[src/rtl/full_logic_pkg.sv]
// Shared definitions for the full_logic destination-FIFO pop scheduler:
// lifecycle state encoding, default widths and source identifiers.
package full_logic_pkg;

  localparam int DATA_WIDTH_DEF   = 6;
  localparam int WEIGHT_WIDTH_DEF = 3;

  typedef enum logic [2:0] {
    ST_RESET  = 3'd0,
    ST_INIT   = 3'd1,
    ST_IDLE   = 3'd2,
    ST_ACTIVE = 3'd3,
    ST_ERROR  = 3'd4
  } state_t;

  localparam logic SRC_D0 = 1'b0;
  localparam logic SRC_D1 = 1'b1;

endpackage

[src/rtl/full_logic_skid2.sv]
// Two-entry FIFO-ordered output buffer. entry0 is always the head word;
// a pop shifts entry1 forward. The scheduler guarantees it never pushes
// into a full buffer that is not being popped in the same cycle.
module full_logic_skid2 #(
  parameter int WIDTH = 7
) (
  input  logic             clk,
  input  logic             reset,
  input  logic             push,
  input  logic [WIDTH-1:0] push_data,
  input  logic             pop,
  output logic [1:0]       count,
  output logic [WIDTH-1:0] head
);

  logic [WIDTH-1:0] entry0_q;
  logic [WIDTH-1:0] entry1_q;
  logic [1:0]       count_q;
  logic             do_pop;
  logic             do_push;

  assign do_pop  = pop & (count_q != 2'd0);
  assign do_push = push & ((count_q != 2'd2) | do_pop);

  // Buffer storage and occupancy, updated on push/pop.
  always_ff @(posedge clk) begin
    if (reset) begin
      // NOTE: the two entries are reset as well as the count, because the head
      // entry drives out_data directly and must read 0 after reset.
      entry0_q <= '0;
      entry1_q <= '0;
      count_q  <= 2'd0;
    end else begin
      // NOTE: non-blocking assignments here let entry0 take entry1's old value
      // while entry1 is overwritten in the same edge.
      unique case ({do_push, do_pop})
        2'b10: begin
          if (count_q == 2'd0) entry0_q <= push_data;
          else                 entry1_q <= push_data;
          count_q <= count_q + 2'd1;
        end
        2'b01: begin
          entry0_q <= entry1_q;
          count_q  <= count_q - 2'd1;
        end
        2'b11: begin
          if (count_q == 2'd1) begin
            entry0_q <= push_data;
          end else begin
            entry0_q <= entry1_q;
            entry1_q <= push_data;
          end
        end
        default: ;
      endcase
    end
  end

  assign count = count_q;
  assign head  = entry0_q;

endmodule

[src/rtl/full_logic_pop_scheduler.sv]
// Drains destination FIFOs D0/D1 into one valid/ready stream using weighted
// round-robin. Pops are issued combinationally from registered state; the
// popped word arrives one cycle later and is captured into a 2-entry buffer.
module full_logic_pop_scheduler
  import full_logic_pkg::*;
#(
  parameter int DATA_WIDTH   = DATA_WIDTH_DEF,
  parameter int WEIGHT_WIDTH = WEIGHT_WIDTH_DEF
) (
  input  logic                    clk,
  input  logic                    reset,
  input  logic                    init,
  input  logic [WEIGHT_WIDTH-1:0] cfg_weight_d0,
  input  logic [WEIGHT_WIDTH-1:0] cfg_weight_d1,
  input  logic                    empty_d0,
  input  logic                    empty_d1,
  input  logic [DATA_WIDTH-1:0]   data_out_d0,
  input  logic [DATA_WIDTH-1:0]   data_out_d1,
  input  logic                    error_d0,
  input  logic                    error_d1,
  input  logic                    out_ready,
  output logic                    D0_pop,
  output logic                    D1_pop,
  output logic [DATA_WIDTH-1:0]   out_data,
  output logic                    out_src,
  output logic                    out_valid,
  output logic [2:0]              state,
  output logic                    sched_error
);

  state_t                  state_q;
  state_t                  state_d;
  logic [WEIGHT_WIDTH-1:0] weight_d0_q;
  logic [WEIGHT_WIDTH-1:0] weight_d1_q;
  logic                    grant_q;
  logic [WEIGHT_WIDTH-1:0] burst_cnt_q;
  logic                    inflight_q;
  logic                    inflight_src_q;

  logic                    avail_d0;
  logic                    avail_d1;
  logic                    cur_avail;
  logic                    oth_avail;
  logic [WEIGHT_WIDTH-1:0] cur_weight;
  logic                    eff_grant;
  logic [WEIGHT_WIDTH-1:0] eff_cnt;
  logic                    accept;
  logic [2:0]              occupancy;
  logic                    room;
  logic                    pop_req;
  logic                    pop_any;
  logic [1:0]              buf_count;
  logic [DATA_WIDTH:0]     buf_head;
  logic [DATA_WIDTH:0]     capture_word;

  // A FIFO is a pop candidate only when enabled (weight != 0) and non-empty.
  assign avail_d0  = (weight_d0_q != '0) & ~empty_d0;
  assign avail_d1  = (weight_d1_q != '0) & ~empty_d1;
  assign out_valid = (buf_count != 2'd0);
  assign accept    = out_valid & out_ready;
  // Words already owed to the buffer after this cycle's hand-off.
  assign occupancy = {1'b0, buf_count} + {2'b00, inflight_q} - {2'b00, accept};
  assign room      = (occupancy < 3'd2);

  // WRR: keep the grant while the current FIFO is usable and under its weight,
  // otherwise hand over to the other FIFO; the burst restarts either way.
  always_comb begin
    // NOTE: every output of this block gets a default first so no path leaves
    // it unassigned and no latch is inferred.
    cur_avail  = (grant_q == SRC_D1) ? avail_d1 : avail_d0;
    oth_avail  = (grant_q == SRC_D1) ? avail_d0 : avail_d1;
    cur_weight = (grant_q == SRC_D1) ? weight_d1_q : weight_d0_q;
    eff_grant  = grant_q;
    eff_cnt    = burst_cnt_q;
    if (!(cur_avail && (burst_cnt_q < cur_weight))) begin
      eff_cnt = '0;
      if (oth_avail) eff_grant = ~grant_q;
    end
  end

  assign pop_req = ((eff_grant == SRC_D1) ? avail_d1 : avail_d0) & room;

  // FSM state register.
  always_ff @(posedge clk) begin
    if (reset) state_q <= ST_RESET;
    else       state_q <= state_d;
  end

  // FSM next-state logic; a FIFO error overrides everything once out of RESET.
  always_comb begin
    state_d = state_q;
    unique case (state_q)
      ST_RESET:  state_d = ST_INIT;
      ST_INIT: begin
        if (!init) begin
          state_d = ((weight_d0_q == '0) && (weight_d1_q == '0)) ? ST_ERROR : ST_IDLE;
        end
      end
      ST_IDLE: begin
        if (init)                       state_d = ST_INIT;
        else if (avail_d0 || avail_d1)  state_d = ST_ACTIVE;
      end
      ST_ACTIVE: begin
        if (!avail_d0 && !avail_d1 && !inflight_q && (buf_count == 2'd0)) state_d = ST_IDLE;
      end
      ST_ERROR:  state_d = ST_ERROR;
      default:   state_d = ST_ERROR;
    endcase
    if ((state_q != ST_RESET) && (error_d0 || error_d1)) state_d = ST_ERROR;
  end

  // FSM outputs: pops only in ACTIVE and never while reset is asserted.
  always_comb begin
    D0_pop      = 1'b0;
    D1_pop      = 1'b0;
    sched_error = (state_q == ST_ERROR);
    if ((state_q == ST_ACTIVE) && !reset && pop_req) begin
      if (eff_grant == SRC_D1) D1_pop = 1'b1;
      else                     D0_pop = 1'b1;
    end
  end

  assign pop_any = D0_pop | D1_pop;

  // Burst weights, latched on every INIT cycle with init held high.
  always_ff @(posedge clk) begin
    if (reset) begin
      weight_d0_q <= WEIGHT_WIDTH'(1);
      weight_d1_q <= WEIGHT_WIDTH'(1);
    end else if ((state_q == ST_INIT) && init) begin
      weight_d0_q <= cfg_weight_d0;
      weight_d1_q <= cfg_weight_d1;
    end
  end

  // Grant and burst counter advance only while draining.
  always_ff @(posedge clk) begin
    if (reset) begin
      grant_q     <= SRC_D0;
      burst_cnt_q <= '0;
    end else if (state_q == ST_ACTIVE) begin
      grant_q     <= eff_grant;
      burst_cnt_q <= pop_any ? (eff_cnt + WEIGHT_WIDTH'(1)) : eff_cnt;
    end
  end

  // In-flight tracker: the FIFO read data is valid the cycle after a pop.
  always_ff @(posedge clk) begin
    if (reset) begin
      inflight_q     <= 1'b0;
      inflight_src_q <= SRC_D0;
    end else begin
      inflight_q     <= pop_any;
      inflight_src_q <= D1_pop;
    end
  end

  assign capture_word = {inflight_src_q, (inflight_src_q == SRC_D1) ? data_out_d1 : data_out_d0};

  full_logic_skid2 #(
    .WIDTH(DATA_WIDTH + 1)
  ) u_skid (
    .clk       (clk),
    .reset     (reset),
    .push      (inflight_q),
    .push_data (capture_word),
    .pop       (accept),
    .count     (buf_count),
    .head      (buf_head)
  );

  assign out_src  = buf_head[DATA_WIDTH];
  assign out_data = buf_head[DATA_WIDTH-1:0];
  assign state    = state_q;

endmodule

[config.mk]
export PLATFORM = sky130hd
export DESIGN_NAME = full_logic_pop_scheduler
export DESIGN_NICKNAME = d
export VERILOG_FILES = /design/src/rtl/full_logic_pkg.sv /design/src/rtl/full_logic_skid2.sv /design/src/rtl/full_logic_pop_scheduler.sv
export SDC_FILE = /design/constraint.sdc
export NUM_CORES = 1
export LEC_CHECK = 0
export ABC_AREA = 1
export CORE_MARGIN = 3
export CORE_UTILIZATION = 50
export CTS_BUF_LIST = sky130_fd_sc_hd__clkbuf_8 sky130_fd_sc_hd__clkbuf_16
export CTS_CLUSTER_DIAMETER = 30
export DETAILED_ROUTE_END_ITERATION = 10
export GPL_TIMING_DRIVEN = 0
export PLACE_DENSITY_LB_ADDON = 0.2
export SKIP_CTS_REPAIR_TIMING = 1
export SYNTH_ARGS = -nofsm -noshare
export SYNTH_HDL_FRONTEND = slang
export SYNTH_SLANG_ARGS = --single-unit
[constraint.sdc]
create_clock -name clk -period 3.2 [get_ports clk]
set_input_delay 0.32 -clock clk [delete_from_list [all_inputs] [get_ports clk]]
set_output_delay 0.32 -clock clk [all_outputs]
set_load 0.02 [all_outputs]
==> flow_metrics.py <==
metrics = {
    "run_status": {
        "outcome": "finished, final reports clean",
    },
    "sta": {
        "whs_ns": 0.4687,
        "drv_slew": 0,
        "fin_crit_sh_pct": 95.07,
        "rsz0062_at_grt": "no",
        "max_freq_ghz": 0.3287,
        "maxSlewHeadroom_pct": 55.58,
        "finalSetupViolCount": 0,
        "finalHoldViolations": 0,
        "final.setup.tns_ns": 0,
        "skew_ns": 0.007880,
        "timing_worst_slew_pin_value_ns": 0.6594,
        "min_period_ns": 3.042,
    },
    "routing": {
        "antenna_left": 0,
        "drtPass1Iterations": 4,
        "routedWlPerCell_microns": 11.69,
        "wl_microns": 4103,
        "vias": 1749,
        "via_per_inst": 4.983,
        "dr.first_iter.drc_count": 61,
        "drcViolationCount": 0,
    },
    "cts": {
        "clockRootBuffer": "clkbuf_8",
        "clk_pin_slew_ns": 0.07,
        "cts_sinks": 31,
        "cts_tree": "yes",
        "clock_latency_ns": 0.29,
        "numCtsBuffers": 5,
        "cts_buffer_depth": 2,
        "cts_max_level": 2,
    },
    "worst_setup_path": {
        "slowest_stage": "fa_1",
        "path_cells": "inv_4, ha_4, nor2_4, ha_4, or2_4, fa_1, inv_1, nor2_1, nand3_1, nor2_2, nand2_2, nor2_1, buf_4",
        "ff2ff_path_depth": 16,
        "critPathMaxFanout": 5,
        "cp_data_arrival_time_ns": 2.72,
        "cp-end-kind": "output pin",
        "r2r_end": "burst_cnt_q[2]",
        "startpoint_type": "flip-flop",
        "cp.depth": 13,
        "path_buf_inv": 3,
        "ff2ff_setup_slack_ns": 0.44,
        "crit_path_max_incr_delay_ns": 0.54,
        "worstPathRequired_ns": 2.88,
        "critPathTopFamily": "adder cells",
        "worstSetupPathType": "flip-flop to output pin",
        "reg2reg_from": "u_skid.count[0]",
    },
    "synthesis": {
        "yosysUniqueCellTypes": 30,
        "syn_nets": 285,
        "ys_ff_latch": 31,
        "synth_area_sq_mm": 0.001785,
        "synth_warnings": 0,
        "syn_avg_cell_area_sq_um": 7.113,
        "synth_edf_count": 0,
        "synthFlopType": "dfxtp_1",
        "async_reset_ff_share_pct": 0,
        "netlist_instances": 251,
        "yosysSeqAreaShare_pct": 34.76,
    },
    "finish": {
        "nets": 338,
        "drive_above_1_share_pct": 17.38,
        "layout_commonest_cell": "nand2_1",
        "layout_common_cells": "47 x nand2_1, 36 x clkdlybuf4s50_1, 29 x dfxtp_1, 28 x inv_1, 27 x o21ai_0",
        "synthToLayoutAreaGrowth_pct": 35.18,
        "n_antenna_cell": 0,
    },
    "global_routing": {
        "overflow": 0,
        "antenna_found_initial": 0,
        "grt_max_degree": 11,
        "gr-usage-all-layers_pct": 19.39,
        "grt_pass1_vias": 1518,
        "grt_pass1_wl_microns": 6437,
    },
    "job": {
        "cap_violations": 0,
    },
    "hold_path": {
        "min_to": "u_skid.count[0]",
        "min_delay_path_depth": 1,
        "holdCritPathClass": "flip-flop to flip-flop",
        "worstHoldStart": "u_skid.count[0]",
    },
    "floorplan": {
        "die_w_microns": 65.76,
        "core_area_sq_mm": 0.003390,
        "die_area_sq_mm": 0.004324,
        "boundaryPins": 40,
        "initial_core_util_pct": 52.68,
        "die_y_microns": 65.76,
        "num_rows": 21,
    },
    "power_and_ir_drop": {
        "leakage_nw": 1.068,
        "ir_drop_v": 0.0003653,
        "finalPower_mw": 1.670,
        "power.density_mw_per_mm2": 691.8,
    },
    "placement": {
        "port_buffers": 39,
        "gp_congestion": 0.7765,
        "hpwlAfterDp_microns": 3038,
    },
}
[power breakdown]
| part | internal (mW) | switching, mW | total (mW) |
|---|---|---|---|
| logic | 0.374 | 0.456 | 0.830 |
| registers | 0.483 | 0.0629 | 0.546 |
| clock network | 0.146 | 0.147 | 0.293 |
| total | 1.00 | 0.667 | 1.67 |
[cell usage after synthesis, types with 2 or more instances]
library cell	count	area share (%)
a211oi_1	3	1.3
a211oi_2	3	2.1
a21oi_1	18	5.0
buf_2	3	0.84
buf_4	2	0.84
clkbuf_1	2	0.42
dfxtp_1	31	35
ha_1	7	4.9
inv_1	28	5.9
inv_2	5	1.1
mux2i_1	6	3.4
nand2_1	47	9.9
nand2_2	3	1.1
nand3_1	16	4.5
nand3_2	2	1.1
nand4_1	4	1.4
nor2_1	26	5.5
nor2_2	7	2.5
o21ai_0	27	7.6
[state kept, by name, summed over array words and instances (netlist names), 2 cells and up]
signal           cells
u_skid.entry1_q      7
u_skid.count         2
weight_d0_q          3
weight_d1_q          3
state                3
u_skid.head          7
burst_cnt_q          3
[how the worst max path moves through the flow]
stage	endpoint	startpoint
final	D0_pop	u_skid.count[0]
after global routing	D1_pop	u_skid.count[0]
after CTS	D1_pop	u_skid.count[1]
after detailed placement	D1_pop	out_ready
after global placement	D1_pop	out_ready
after floorplan	D1_pop	u_skid.count[1]
[layout make-up]
cell class                 count  area [sq um]
buffer                         9         68.82
clock buffer                   5         68.82
clock inverter                 3         12.51
fill                         285         975.9
inverter                      34         135.1
multi-input combinational    177          1002
sequential                    31         628.1
tap                           46         57.56
timing repair buffer          46         440.4
[routing by layer]
layer,track usage (%),routed length (microns),up-vias
met2,34.29,2075,38
li1,-,-,924
met5,0,0,-
met3,5.812,190,9
met1,21.41,1761,778
met4,7.772,76,0
[through the flow]
stage	util, %	cell area [sq um]	setup WS, ns	instances
global placement	65.89	2233	-0.3471	336
floorplan	-	1785	0.2483	251
finish	71.21	2414	0.1579	351
global route	71.21	2414	0.02185	351
CTS	68.29	2315	-0.7018	344
detailed placement	65.89	2233	-0.4015	336
[cells by family (layout without fill, tap and decap cells)]
| kind of cell | Yosys count | in the layout | share of synthesized area, % |
|---|---|---|---|
| simple gates | 108 | 108 | 26.91 |
| compound gates | 55 | 55 | 17.80 |
| buf+inv | 43 | 97 | 11.14 |
| flops | 31 | 31 | 34.76 |
| fa+ha+maj | 8 | 8 | 6.026 |
| mux | 6 | 6 | 3.364 |
(Power assumes the default switching activity.)
